**config.mk**
```make
export PLATFORM = sky130hd
export DESIGN_NAME = flash_boot_copier
export DESIGN_NICKNAME = d
export VERILOG_FILES = /design/src/rtl/flash_boot_copier.sv
export SDC_FILE = /design/constraint.sdc
export NUM_CORES = 1
export LEC_CHECK = 0
export ABC_AREA = 1
export BUFFER_PORTS_ARGS = -buffer_cell sky130_fd_sc_hd__buf_4
export CAP_MARGIN = 25
export CORE_AREA = 10 10 161 163
export CTS_CLUSTER_DIAMETER = 40
export DETAILED_ROUTE_END_ITERATION = 10
export DIE_AREA = 0 0 171 173
export SYNTH_ARGS = -nofsm -noshare
export SYNTH_HDL_FRONTEND = slang
export SYNTH_SLANG_ARGS = --single-unit
```
**constraint.sdc**
```tcl
create_clock -name CLKH -period 4.05 [get_ports CLKH]
set_input_delay 0.2025 -clock CLKH [delete_from_list [all_inputs] [get_ports CLKH]]
set_output_delay 0.2025 -clock CLKH [all_outputs]
set_load 0.005 [all_outputs]
```
**src/rtl/flash_boot_copier.sv**
```systemverilog
// flash_boot_copier: copies QWORDS qwords from the SPI read window into buffer RAM over the
// flash controller request port, and passes host traffic straight through whenever it is idle.
module flash_boot_copier #(
  parameter logic [31:0] SRC_BASE = 32'h2000_0000,
  parameter logic [31:0] DST_BASE = 32'h0000_0000,
  parameter int unsigned QWORDS   = 8064,
  parameter logic [20:0] RD_TAG   = 21'h03_0000,
  parameter int unsigned TIMEOUT  = 4095,
  parameter bit          AUTOBOOT = 1'b1
) (
  input  logic        CLKH,
  input  logic        RESET,
  input  logic        START,
  output logic        BUSY,
  output logic        DONE,
  output logic        ERR,
  input  logic        H_ACT,
  input  logic        H_CMD,
  input  logic [31:0] H_ADDR,
  input  logic [7:0]  H_BE,
  input  logic [63:0] H_DTI,
  input  logic [20:0] H_TAGI,
  output logic        H_NEXT,
  output logic        H_DRDY,
  output logic [63:0] H_DTO,
  output logic [20:0] H_TAGO,
  output logic        F_ACT,
  output logic        F_CMD,
  output logic [31:0] F_ADDR,
  output logic [7:0]  F_BE,
  output logic [63:0] F_DTI,
  output logic [20:0] F_TAGI,
  input  logic        F_NEXT,
  input  logic        F_DRDY,
  input  logic [63:0] F_DTO,
  input  logic [20:0] F_TAGO
);

  typedef enum logic [1:0] {S_IDLE, S_RD_REQ, S_RD_WAIT, S_WR_REQ} state_t;

  localparam logic [12:0] LAST_IDX = 13'(QWORDS - 1);
  localparam logic [12:0] WAIT_MAX = 13'(TIMEOUT);

  state_t      state_q, state_d;
  logic [12:0] idx_q, idx_d;
  logic [12:0] wcnt_q, wcnt_d;
  logic [63:0] dbuf_q, dbuf_d;
  logic        done_q, done_d;
  logic        err_q, err_d;
  logic        pend_q, pend_d;
  logic        start_lat_q, start_lat_d;
  logic        boot_q, boot_d;

  logic        busy;
  logic        start_req;
  logic        host_rd_xfer;
  logic [31:0] src_addr;
  logic [31:0] dst_addr;

  assign busy         = (state_q != S_IDLE);
  assign start_req    = (START && !busy) || boot_q || start_lat_q;
  assign host_rd_xfer = !busy && H_ACT && H_CMD && F_NEXT;
  assign src_addr     = SRC_BASE + {16'd0, idx_q, 3'd0};
  assign dst_addr     = DST_BASE + {16'd0, idx_q, 3'd0};

  always_ff @(posedge CLKH or posedge RESET) begin
    if (RESET) begin
      state_q     <= S_IDLE;
      idx_q       <= '0;
      wcnt_q      <= '0;
      dbuf_q      <= '0;
      done_q      <= 1'b0;
      err_q       <= 1'b0;
      pend_q      <= 1'b0;
      start_lat_q <= 1'b0;
      boot_q      <= AUTOBOOT;
    end else begin
      state_q     <= state_d;
      idx_q       <= idx_d;
      wcnt_q      <= wcnt_d;
      dbuf_q      <= dbuf_d;
      done_q      <= done_d;
      err_q       <= err_d;
      pend_q      <= pend_d;
      start_lat_q <= start_lat_d;
      boot_q      <= boot_d;
    end
  end

  always_comb begin
    state_d     = state_q;
    idx_d       = idx_q;
    wcnt_d      = wcnt_q;
    dbuf_d      = dbuf_q;
    done_d      = done_q;
    err_d       = err_q;
    start_lat_d = start_lat_q;
    boot_d      = 1'b0;
    // A new host read in the same cycle as an old response keeps the flag set.
    pend_d      = pend_q;
    if (F_DRDY)       pend_d = 1'b0;
    if (host_rd_xfer) pend_d = 1'b1;
    case (state_q)
      S_IDLE: begin
        if (start_req) begin
          if (!pend_q) begin
            state_d     = S_RD_REQ;
            idx_d       = '0;
            done_d      = 1'b0;
            err_d       = 1'b0;
            start_lat_d = 1'b0;
          end else begin
            start_lat_d = 1'b1;
          end
        end
      end
      S_RD_REQ: begin
        wcnt_d = '0;
        if (F_NEXT) state_d = S_RD_WAIT;
      end
      S_RD_WAIT: begin
        if (F_DRDY && (F_TAGO == RD_TAG)) begin
          dbuf_d  = F_DTO;
          state_d = S_WR_REQ;
        end else if (wcnt_q == WAIT_MAX) begin
          err_d   = 1'b1;
          state_d = S_IDLE;
        end else begin
          wcnt_d = wcnt_q + 13'd1;
        end
      end
      S_WR_REQ: begin
        if (F_NEXT) begin
          if (idx_q == LAST_IDX) begin
            done_d  = 1'b1;
            state_d = S_IDLE;
          end else begin
            idx_d   = idx_q + 13'd1;
            state_d = S_RD_REQ;
          end
        end
      end
      default: state_d = S_IDLE;
    endcase
  end

  always_comb begin
    F_ACT  = H_ACT;
    F_CMD  = H_CMD;
    F_ADDR = H_ADDR;
    F_BE   = H_BE;
    F_DTI  = H_DTI;
    F_TAGI = H_TAGI;
    H_NEXT = F_NEXT;
    H_DRDY = F_DRDY;
    if (busy) begin
      H_NEXT = 1'b0;
      H_DRDY = 1'b0;
      F_ACT  = (state_q == S_RD_REQ) || (state_q == S_WR_REQ);
      F_BE   = 8'h00;
      if (state_q == S_WR_REQ) begin
        F_CMD  = 1'b0;
        F_ADDR = dst_addr;
        F_DTI  = dbuf_q;
        F_TAGI = '0;
      end else begin
        F_CMD  = 1'b1;
        F_ADDR = src_addr;
        F_DTI  = '0;
        F_TAGI = RD_TAG;
      end
    end
  end

  assign H_DTO = F_DTO;
  assign H_TAGO = F_TAGO;
  assign BUSY  = busy;
  assign DONE  = done_q;
  assign ERR   = err_q;

endmodule

```
; ---- After elaboration in Yosys (flattened, before gate mapping)
; Cells that the tools add are included.
[word_totals]
wordCells = 89
ff_bits = 97
output_inout_bits = 217
[op_classes]
reduce_logical = 22
mux = 39
n_eq_ne = 16
add_sub_neg = 3
[ops]
columns = cell, count
row1 = two-way mux 64 bit, 2
row2 = two-way mux 13 bit, 6
row3 = one-hot mux 13 bit (2 select lines), 2
row4 = two-way mux 32 bit, 1
row5 = adder 30 x 16 -> 31 bit (first input constant), 1
row6 = two-way mux 31 bit, 1
row7 = adder 13 x 1 -> 13 bit (second input constant), 2
row8 = == test 21 x 18 -> 1 bit (second input constant), 1
row9 = two-way mux 21 bit, 1
row10 = AND reduction 5 bit, 4
row11 = two-way mux 18 bit, 1
row12 = != test 2 bit (second input constant), 9
row13 = two-way mux 1 bit, 15
row14 = == test 13 x 12 -> 1 bit (second input constant), 1
row15 = == test 13 bit (second input constant), 1
row16 = two-way mux 2 bit, 6
row17 = nonzero test 2 bit, 5
row18 = two-way mux 8 bit, 1
row19 = one-hot mux 2 bit (4 select lines), 1
row20 = logical AND 1 bit, 5
row21 = == test 2 bit (second input constant), 2
row22 = one-hot mux 1 bit (2 select lines), 2
row23 = AND reduction 2 bit, 2
row24 = logical OR 1 bit, 3
row25 = other kinds (5), 5

; ---- Longest topological paths before layout
[logic_depth]
depth_word = 7
mapped_depth = 11
depth_no_buf = 10

; ---- Worst setup path after synthesis
; No wires, ideal clock.
[synth_path]
path_type = flip-flop to flip-flop
startpoint = register wcnt_q[0]
endpoint = register wcnt_q[11]
required_ns = 3.933
path_buffers = 1
slack_ns = 2.408
arrival_ns = 1.525
synth_period_minus_slack_ns = 1.642
stages_incl_launch_ff = 12
setup_time_ns = 0.117
path_cell_list = dfrtp_1 -> ha_1 -> nand2_1 -> nor2_1 -> nand2_1 -> nor2_2 -> nor2_4 -> nand2_4 -> nand2_1 -> buf_6 -> nand3_1 -> nand2_1
[synth_between]
elab_chain_len = 4
word_cells_on_any_way = 7
classes_between = add/sub (1) / eq/ne (2) / mux (3) / reduce/logical (1)
[synth_lines]
columns = item, line_no
row1 = "start, declared", 46  ; logic [12:0] wcnt_q, wcnt_d;
row2 = "start signal, assigned", 80  ; wcnt_q <= wcnt_d;
row3 = adder 13 x 1 -> 13 bit, 129  ; wcnt_d = wcnt_q + 13'd1;
row4 = two-way mux 13 bit, 125  ; end else if (wcnt_q == WAIT_MAX) begin
row5 = two-way mux 13 bit, 122  ; if (F_DRDY && (F_TAGO == RD_TAG)) begin
row6 = one-hot mux 13 bit (2 select lines), 103  ; case (state_q)
; Several ways; a longest one is shown, not always the timed one. The select of a mux whose other input is x is not followed.
; A chain may end at the register's enable or synchronous reset.

; ---- Final worst setup path
[layout_path]
startpoint = register state_q[0]
endpoint = output F_DTI[14]
[layout_between]
elab_chain_len = 3
word_cells_on_any_way = 4
classes_between = eq/ne (1) / mux (2) / reduce/logical (1)
[layout_lines]
columns = item, line_no
row1 = "start, declared", 44  ; state_t state_q, state_d;
row2 = "start signal, assigned", 78  ; state_q <= state_d;
row3 = == test 2 bit, 161  ; if (state_q == S_WR_REQ) begin
row4 = two-way mux 64 bit, 161
row5 = two-way mux 64 bit *, 156  ; if (busy) begin
row6 = "end, declared", 31  ; output logic [63:0] F_DTI,
; Every way passes the cells marked *; elsewhere a longest branch is shown, timed or not.

==> impl_metrics.py <==
metrics = {
    "global_route": {
        "grt.total_usage_pct": 17.0,
        "grt_pass1_vias": 6901,
        "grt_max_degree": 71,
        "grt_pass1_wl_mm": 39.6,
        "overflow": 0,
        "antenna_found_initial": 0,
    },
    "route": {
        "drcViolationCount": 0,
        "totalWireLength_mm": 26.1,
        "viasPerCell": 4.37,
        "wire_per_inst_um": 17.3,
        "antenna_left": 0,
        "drtPass1Iterations": 7,
        "vias": 6610,
        "drt_iter0_drc": 316,
    },
    "yosys": {
        "seq_area_frac_synth_pct": 38.1,
        "yosys_warnings": 0,
        "synth_seq_cells": 97,
        "synthesis.nets": 1115,
        "syn_inst": 896,
        "synth_cell_types": 34,
        "post_synth.cell_area_avg_um2": 7.11,
        "mappedNetlistArea_um2": 6370,
    },
    "clock_tree": {
        "cts_tree": "done",
        "cts_buffer_depth": 2,
        "cts_max_level": 3,
        "postCtsSetupBuffers": 0,
        "ctsHoldBuffers": 0,
        "clkTransAtPathRegs_ns": 0.07,
        "clock_latency_ns": 0.34,
        "cts_inserted_buffers": 9,
        "clock-sinks": 97,
        "cts_resized": 0,
        "root_buffer": "clkbuf_16",
    },
    "setup_path": {
        "required_ns": 3.85,
        "critPathLaunchType": "flip-flop",
        "worstSetupPathType": "reg -> out",
        "cp_common_cell": "buf_4",
        "crit_path_cell_trace": "nand2_2, inv_2, buf_4, a22o_1, buf_4",
        "end_kind": "output pin",
        "path_max_fanout": 39,
        "arrival_ns": 2.45,
        "crit_slowest_cell": "dfrtp_1",
        "slowest_delay_ns": 0.51,
    },
    "floorplan": {
        "coreArea_um2": 22600,
        "rows": 55,
        "fp.dieH_um": 173,
        "die_w_um": 171,
        "io-pin-count": 434,
        "die_area_um2": 29600,
        "initial_core_util_pct": 28.2,
    },
    "sta": {
        "setup_viol_count_final": 0,
        "min_period_over_period_pct": 65.5,
        "skew_ns": 0.00335,
        "rsz0062_at_grt": "false",
        "hold_viol": 0,
        "fmax_mhz": 377,
        "finalCriticalPeriod_ns": 2.65,
        "slew_viol_final": 0,
        "tightest_slew_ns": 0.866,
        "setup_tns_ns": 0,
        "slew-limit-headroom_pct": 42.2,
    },
    "finish": {
        "fin_util_pct": 42.2,
        "areaGrowthSynthToFinish_pct": 49.4,
        "fillCellCount": 2345,
        "drive_above_1_share_pct": 39.6,
        "n_antenna_cell": 0,
        "nets": 1442,
    },
    "worst_hold_path": {
        "hp-class": "in -> async",
    },
    "placed_design": {
        "portBuffers": 433,
        "gp_congestion": 0.884,
        "post-dp-hpwl_mm": 21.5,
    },
    "power": {
        "powerDensity_nw_per_um2": 442,
        "p_leak_nw": 5.23,
        "vdd_drop_max_mv": 0.442,
        "fin_total_pwr_mw": 4.21,
    },
    "status": {
        "outcome": "completed",
    },
    "job": {
        "maxCapViolations": 0,
    },
}
==> cell type report <==
class,count,area (um2),share of cell area (%)
Sequential cell,97,2430,25.5
Inverter,106,400,4.21
Clock buffer,11,233,2.44
Clock inverter,5,80.1,0.841
Timing Repair Buffer,441,3320,34.9
Multi-Input combinational cell,568,2700,28.3
Tap cell,285,357,3.75
==> registers in the layout, indices dropped and copies added (netlist names) <==
name / cells
idx_q: 13
ERR: 1
wcnt_q: 13
dbuf_q: 64
DONE: 1
start_lat_q: 1
state_q: 2
boot_q: 1
pend_q: 1
==> cell usage after synthesis <==
cell type / number / area (um2)
a21oi_1: 1 / 5.00
buf_6: 6 / 67.6
o21ai_1: 20 / 100
or2_1: 1 / 6.26
nand2_2: 2 / 12.5
inv_2: 5 / 18.8
a22o_1: 40 / 350
conb_1: 1 / 3.75
a21oi_2: 1 / 8.76
o21ai_2: 10 / 87.6
nor2_1: 85 / 319
nor2_2: 2 / 12.5
ha_1: 2 / 25.0
inv_1: 99 / 372
o21ai_0: 55 / 275
buf_2: 8 / 40.0
nor2_4: 4 / 45.0
xor2_1: 10 / 87.6
nand2_1: 275 / 1030
nand2_4: 1 / 11.3
nand3_1: 36 / 180
o22ai_1: 2 / 12.5
dfrtp_1: 96 / 2400
xnor2_1: 1 / 8.76
buf_1: 8 / 30.0
nand4_1: 6 / 37.5
o211ai_1: 1 / 7.51
or2_2: 3 / 18.8
clkbuf_1: 17 / 63.8
buf_4: 86 / 646
clkinv_1: 2 / 7.51
dfstp_2: 1 / 26.3
nor3_1: 8 / 40.0
nand3_2: 1 / 10.0
==> cells in the final DEF (no fill, tap or decap), types with 3 or more instances in the layout <==
cell,instances
a22o_1,40
buf_4,440
clkbuf_16,9
dfrtp_1,96
inv_1,98
inv_2,5
nand2_1,275
nand3_1,36
nand4_1,6
nor2_1,85
nor2_4,4
nor3_1,8
o21ai_0,55
o21ai_1,20
o21ai_2,10
or2_2,3
xor2_1,10
==> logic make-up after synthesis <==
group	count (synthesis)	share of synthesized area, %
other cells	1	0.0589
buf+inv	231	19.5
xor+xnor	11	1.51
flops	97	38.1
fa+ha+maj	2	0.393
compound gates	130	13.3
simple gates	424	27.1
==> through the flow <==
step	std cells	hold slack, ns	worst slack [ns]	instance area (um2)
floorplan	896	0.310	1.32	6370
global placement	1497	0.407	1.83	9210
detailed placement	1497	0.417	1.71	9210
CTS	1513	0.0389	1.32	9520
global route	1513	0.0486	1.11	9520
finish	1513	0.0528	1.40	9520
==> routing by layer <==
metal  GRT usage (%)  part of all wire [%]  vias up
met2            30.5                    52      251
met1            18.6                    38     2978
met3            6.04                   8.9       20
met5               0                     0        -
li1                -                     -     3361
met4            3.73                   1.1        0
==> worst paths after layout <==
check	start	to	slack, ns	cells past startpoint
worst min register to register	start_lat_q$_DFFE_PP0P_	start_lat_q$_DFFE_PP0P_	0.49	2
worst max-delay path	state_q[0]$_DFFE_PP0P_	F_DTI[14]	1.40	5
worst min-delay path	RESET	dbuf_q[55]$_DFFE_PP0P_	0.05	2
worst max register to register	state_q[0]$_DFFE_PP0P_	idx_q[3]$_DFFE_PP0P_	1.82	7
min in group CLKH	F_DTO[5]	dbuf_q[5]$_DFFE_PP0P_	0.06	3
max in group asynchronous	RESET	wcnt_q[7]$_DFFE_PP0P_	3.08	3
==> power by group <==
part / internal (mW) / switching (mW) / leakage [nW]
Combinational: 1.06 / 1.18 / 3.86
Clock: 0.541 / 0.369 / 0.146
Sequential: 1.01 / 0.0479 / 1.22
==> critical path, delay by kind of cell (launching register included) <==
| kind | cells | cell delay, ns |
|---|---|---|
| AND/OR/NAND/NOR | 1 | 0.38 |
| flip-flops | 1 | 0.51 |
| buffers and inverters | 3 | 0.94 |
| AO/OA/AOI/OAI | 1 | 0.22 |
No activity file was read; power rests on OpenSTA's default activity.
